===== config.mk =====
export PLATFORM = sky130hd
export DESIGN_NAME = alu_mul_sequencer
export DESIGN_NICKNAME = d
export VERILOG_FILES = /design/src/rtl/alu_mul_sequencer.sv
export SDC_FILE = /design/constraint.sdc
export NUM_CORES = 1
export LEC_CHECK = 0
export ABC_AREA = 1
export BUFFER_PORTS_ARGS = -buffer_cell sky130_fd_sc_hd__buf_2
export CAP_MARGIN = 20
export CELL_PAD_IN_SITES_DETAIL_PLACEMENT = 1
export CELL_PAD_IN_SITES_GLOBAL_PLACEMENT = 1
export CORE_MARGIN = 2
export CORE_UTILIZATION = 38
export CTS_CLUSTER_SIZE = 8
export DETAILED_ROUTE_END_ITERATION = 12
export PLACE_DENSITY_LB_ADDON = 0.1
export SLEW_MARGIN = 25
export SYNTH_ARGS = -nofsm -noshare
export SYNTH_HDL_FRONTEND = slang
export SYNTH_SLANG_ARGS = --single-unit

===== constraint.sdc =====
create_clock -name clk_i -period 4.2 [get_ports clk_i]
set_input_delay 1.26 -clock clk_i [delete_from_list [all_inputs] [get_ports clk_i]]
set_output_delay 1.26 -clock clk_i [all_outputs]
set_load 0.05 [all_outputs]

===== src/rtl/alu_mul_sequencer.sv =====
// Shift-add multiplier that borrows the shared pipeline ALU for its adds.
// It produces the low XLEN bits of op_a_i * op_b_i, which are the same for
// signed and unsigned operands.
//
// state | meaning
// IDLE  | waiting for start_i; no ALU request
// STEP  | one multiplier bit per cycle; ALU computes acc + mcand
// DONE  | one-cycle done_o pulse; start_i here chains straight into a new op
module alu_mul_sequencer #(
  parameter int          XLEN       = 32,
  parameter bit          EARLY_EXIT = 1'b1,
  parameter logic [2:0]  OP_ADD     = 3'b000
) (
  input  logic            clk_i,
  input  logic            rst_i,
  input  logic            start_i,
  input  logic            flush_i,
  input  logic [XLEN-1:0] op_a_i,
  input  logic [XLEN-1:0] op_b_i,
  output logic            busy_o,
  output logic            done_o,
  output logic [XLEN-1:0] result_o,
  output logic            alu_req_o,
  output logic [XLEN-1:0] alu_a_o,
  output logic [XLEN-1:0] alu_b_o,
  output logic [2:0]      alu_op_o,
  input  logic [XLEN-1:0] alu_result_i
);

  localparam int CW = $clog2(XLEN);

  typedef enum logic [1:0] {
    S_IDLE = 2'd0,
    S_STEP = 2'd1,
    S_DONE = 2'd2
  } state_t;

  state_t          state_q, state_d;
  logic [XLEN-1:0] acc_q, acc_d;
  logic [XLEN-1:0] mcand_q, mcand_d;
  logic [XLEN-1:0] mplier_q, mplier_d;
  logic [CW-1:0]   count_q, count_d;
  logic [XLEN-1:0] result_q, result_d;

  logic [XLEN-1:0] acc_step;
  logic            last_step;

  // Accumulator after this cycle's conditional add.
  assign acc_step  = mplier_q[0] ? alu_result_i : acc_q;
  // Final step: all bits consumed, or nothing left to add in the upper bits.
  assign last_step = (count_q == CW'(XLEN - 1)) ||
                     (EARLY_EXIT && (mplier_q[XLEN-1:1] == '0));

  // State and datapath registers with synchronous reset.
  always_ff @(posedge clk_i) begin
    if (rst_i) begin
      state_q  <= S_IDLE;
      acc_q    <= '0;
      mcand_q  <= '0;
      mplier_q <= '0;
      count_q  <= '0;
      result_q <= '0;
    end else begin
      state_q  <= state_d;
      acc_q    <= acc_d;
      mcand_q  <= mcand_d;
      mplier_q <= mplier_d;
      count_q  <= count_d;
      result_q <= result_d;
    end
  end

  // Next-state and datapath update; flush overrides everything but keeps result.
  always_comb begin
    state_d  = state_q;
    acc_d    = acc_q;
    mcand_d  = mcand_q;
    mplier_d = mplier_q;
    count_d  = count_q;
    result_d = result_q;

    if (flush_i) begin
      state_d = S_IDLE;
    end else begin
      case (state_q)
        S_IDLE, S_DONE: begin
          if (start_i) begin
            acc_d    = '0;
            mcand_d  = op_a_i;
            mplier_d = op_b_i;
            count_d  = '0;
            if (EARLY_EXIT && (op_b_i == '0)) begin
              state_d  = S_DONE;
              result_d = '0;
            end else begin
              state_d = S_STEP;
            end
          end else begin
            state_d = S_IDLE;
          end
        end
        S_STEP: begin
          acc_d    = acc_step;
          mcand_d  = {mcand_q[XLEN-2:0], 1'b0};
          mplier_d = {1'b0, mplier_q[XLEN-1:1]};
          count_d  = count_q + 1'b1;
          if (last_step) begin
            state_d  = S_DONE;
            result_d = acc_step;
          end
        end
        default: state_d = S_IDLE;
      endcase
    end
  end

  // Moore outputs; ALU operands are forced to zero whenever the ALU is not ours.
  always_comb begin
    busy_o    = 1'b0;
    done_o    = 1'b0;
    alu_req_o = 1'b0;
    alu_a_o   = '0;
    alu_b_o   = '0;
    alu_op_o  = OP_ADD;
    result_o  = result_q;
    case (state_q)
      S_STEP: begin
        busy_o    = 1'b1;
        alu_req_o = 1'b1;
        alu_a_o   = acc_q;
        alu_b_o   = mcand_q;
      end
      S_DONE:  done_o = 1'b1;
      default: ;
    endcase
  end

endmodule


==> results.py <==
metrics = {
    "cts": {
        "cts_setup_buffers": 0,
        "clk_pin_slew_worst_paths_ps": 60,
        "root_buffer": "clkbuf_16",
        "cts.hold.buffers_added": 0,
        "cts_tree": "done",
        "cts_sinks": 135,
        "clk_latency_ps": 430,
        "htreeDepth": 4,
        "cts_resized": 0,
        "numCtsBuffers": 17,
        "cts_buffer_depth": 2,
    },
    "power_and_ir_drop": {
        "clkPwrFrac_pct": 44.4,
        "p_sw_mw": 0.970,
        "p_total_mw": 3.43,
        "p_int_mw": 2.46,
        "power_leakage_nw": 3.76,
        "netSwitchingFraction_pct": 28.3,
        "seq_power_share_pct": 41.1,
        "ir_worst_vdd_v": 0.000276,
        "p_comb_share_pct": 14.5,
        "power_density_nw_per_um2": 410,
    },
    "yosys": {
        "synth-seq-area-share_pct": 40.4,
        "synth_warnings": 0,
        "synth_most_common_cell": "nand2_1",
        "ys_ff_latch": 135,
        "syn_avg_cell_area_um2": 6.54,
        "async_flop_share_pct": 0,
        "yosys.area.top_type": "dfxtp_1",
        "yosys-top-cells-count": "217 x nand2_1, 163 x nor2_1, 146 x inv_1",
        "synth_area_um2": 6680,
        "synth_cell_types": 27,
        "yosys-top-cells-area": "dfxtp_1 40%, nand2_1 12%, nor2_1 9.2%, inv_1 8.2%, a31oi_1 4.8%",
        "synthCells": 1022,
        "yosysTopAreaCellShare_pct": 40.4,
        "synth_edf_count": 0,
        "synth-main-ff-cell": "dfxtp_1",
    },
    "placement": {
        "dp_hpwl_um": 13800,
        "gp_congestion": 0.766,
        "dpl_worst_slack_ps": 1060,
        "place_area_um2": 7760,
        "numPortBuffers": 198,
    },
    "job": {
        "cap_violations": 0,
    },
    "global_route": {
        "grt_pass1_vias": 6645,
        "grt_pass1_wl_um": 32500,
        "grt_max_degree": 72,
        "grt_use_total_pct": 21.9,
        "antenna_found_initial": 0,
        "grt.overflow.total": 0,
    },
    "timing": {
        "skew_ps": 11.5,
        "tns_ps": 0,
        "rsz0062_at_grt": "no",
        "fmax_ghz": 0.314,
        "tightest_slew_ps": 888,
        "finalCritPeriodShare_pct": 75.9,
        "setup_ws_ps": 1010,
        "period_needed_ps": 3190,
        "slew_headroom_pct": 40.7,
        "setup-violations-final": 0,
        "hold_violations": 0,
        "finalMaxSlewViolations": 0,
    },
    "floorplan": {
        "rows": 48,
        "core_area_um2": 17200,
        "die-area_um2": 18700,
        "start_util_pct": 38.8,
        "die_h_um": 137,
        "die_w_um": 137,
        "ios": 202,
    },
    "cells_and_area": {
        "fin_util_pct": 48.5,
        "seqCellArea_um2": 2700,
        "final_nets": 1279,
        "drive_above_1_share_pct": 21.4,
        "final_area_um2": 8360,
        "diodes": 0,
        "fillers": 2363,
        "multi_input_area_um2": 3080,
        "area_delta_synth_final_pct": 25.1,
    },
    "hold_path": {
        "min_from": "mcand_q[0]",
        "hp-class": "flip-flop to flip-flop",
        "holdPathStages": 2,
        "worstHoldEndpoint": "mcand_q[0]",
    },
    "worst_setup_path": {
        "critPathArrivalTime_ps": 1930,
        "critPathMaxStageDelay_ps": 340,
        "ff2ff_path_depth": 10,
        "worst-setup-path-type": "flip-flop to primary output",
        "worstPathCellList": "inv_2, nor2_8, inv_4, buf_4, nor2_1, buf_2",
        "regToRegSetupSlack_ps": 1710,
        "slowest_stage": "buf_4",
        "critical_path_required_ps": 2940,
        "r2r_end": "mplier_q[14]",
        "worst_setup_path_start_kind": "flip-flop",
        "r2r-start": "state_q[0]",
        "path_max_fanout": 37,
        "cp-end-kind": "primary output",
    },
    "outcome": {
        "outcome": "finished clean",
    },
    "detailed_routing": {
        "ant_nets": 0,
        "routed_wl_um": 20400,
        "drc": 0,
        "viasPerCell": 4.96,
        "drtIter0Drc": 276,
        "wire_per_inst_um": 14.4,
        "routed-via-count": 7019,
        "dr.pass1.iters": 4,
    },
}
area by class of cell:
type / count / share of cell area [%]
Inverter: 152 / 6.89
Timing Repair Buffer: 211 / 13.5
Clock buffer: 19 / 5.30
Sequential cell: 135 / 32.3
Clock inverter: 12 / 1.84
Multi-Input combinational cell: 660 / 36.8
Tap cell: 225 / 3.37
cell usage in the layout (no fill, tap or decap), drive strengths merged:
cell type,instances
a211oi,18
a21oi,56
a22oi,2
a31oi,51
buf,211
bufinv,3
clkbuf,19
clkinv,3
clkinvlp,6
conb,3
dfxtp,135
ha,2
inv,152
nand2,217
nand3,8
nand4,32
nor2,166
nor3,15
o211ai,1
o21ai,87
o22ai,2
sequential cells by signal (all words and copies together) (netlist names):
signal,flops
count_q,5
acc_q,32
mplier_q,32
mcand_q,32
result_o,32
state_q,2
metrics by stage:
| stage | cells | hold WS, ps |
|---|---|---|
| global route | 1414 | 491 |
| finish | 1414 | 464 |
| floorplan | 1024 | 440 |
| detailed placement | 1383 | 457 |
| CTS | 1414 | 465 |
| global placement | 1383 | 455 |
kinds of logic (layout without fill, tap and decap cells):
| family | after synthesis | after routing | synth area share [%] |
|---|---|---|---|
| buffers and inverters | 229 | 394 | 13.9 |
| flip-flops | 135 | 135 | 40.4 |
| AO/OA/AOI/OAI | 217 | 217 | 18.1 |
| AND/OR/NAND/NOR | 438 | 438 | 27.1 |
| other | 1 | 3 | 0.0561 |
| adder cells (fa/ha/maj) | 2 | 2 | 0.374 |
worst max path at each step:
| stage | to | slack, ps | from |
|---|---|---|---|
| global placement | mplier_q[16] | 1090 | flush_i |
| global route | alu_a_o[7] | 900 | state_q[0] |
| finish | alu_a_o[7] | 1010 | state_q[0] |
| CTS | alu_a_o[4] | 980 | state_q[0] |
| detailed placement | mplier_q[14] | 1060 | flush_i |
| floorplan | alu_a_o[0] | 1270 | state_q[0] |
critical path, delay by kind of cell (launching register included):
family                 cells  cell delay [ps]
and+or+nand+nor            2              150
buffers and inverters      4             1030
DFF                        1              310
power groups by stage:
stage	clock [mW]	combinational [mW]	sequential, mW
final	1.52	0.496	1.41
after global routing	1.60	0.556	1.42
after CTS	1.55	0.502	1.41
after detailed placement	0	0.499	1.44
after global placement	0	0.490	1.43
after floorplan	0	0.329	1.45
metal layers:
layer	vias to the layer above	share of wire (%)	track usage (%)
li1	3563	-	-
met4	0	1.5	6.83
met3	22	4.6	4.04
met5	-	0	0
met1	3297	46	27.9
met2	137	48	37.3
Power figures use the tool's default switching activity.
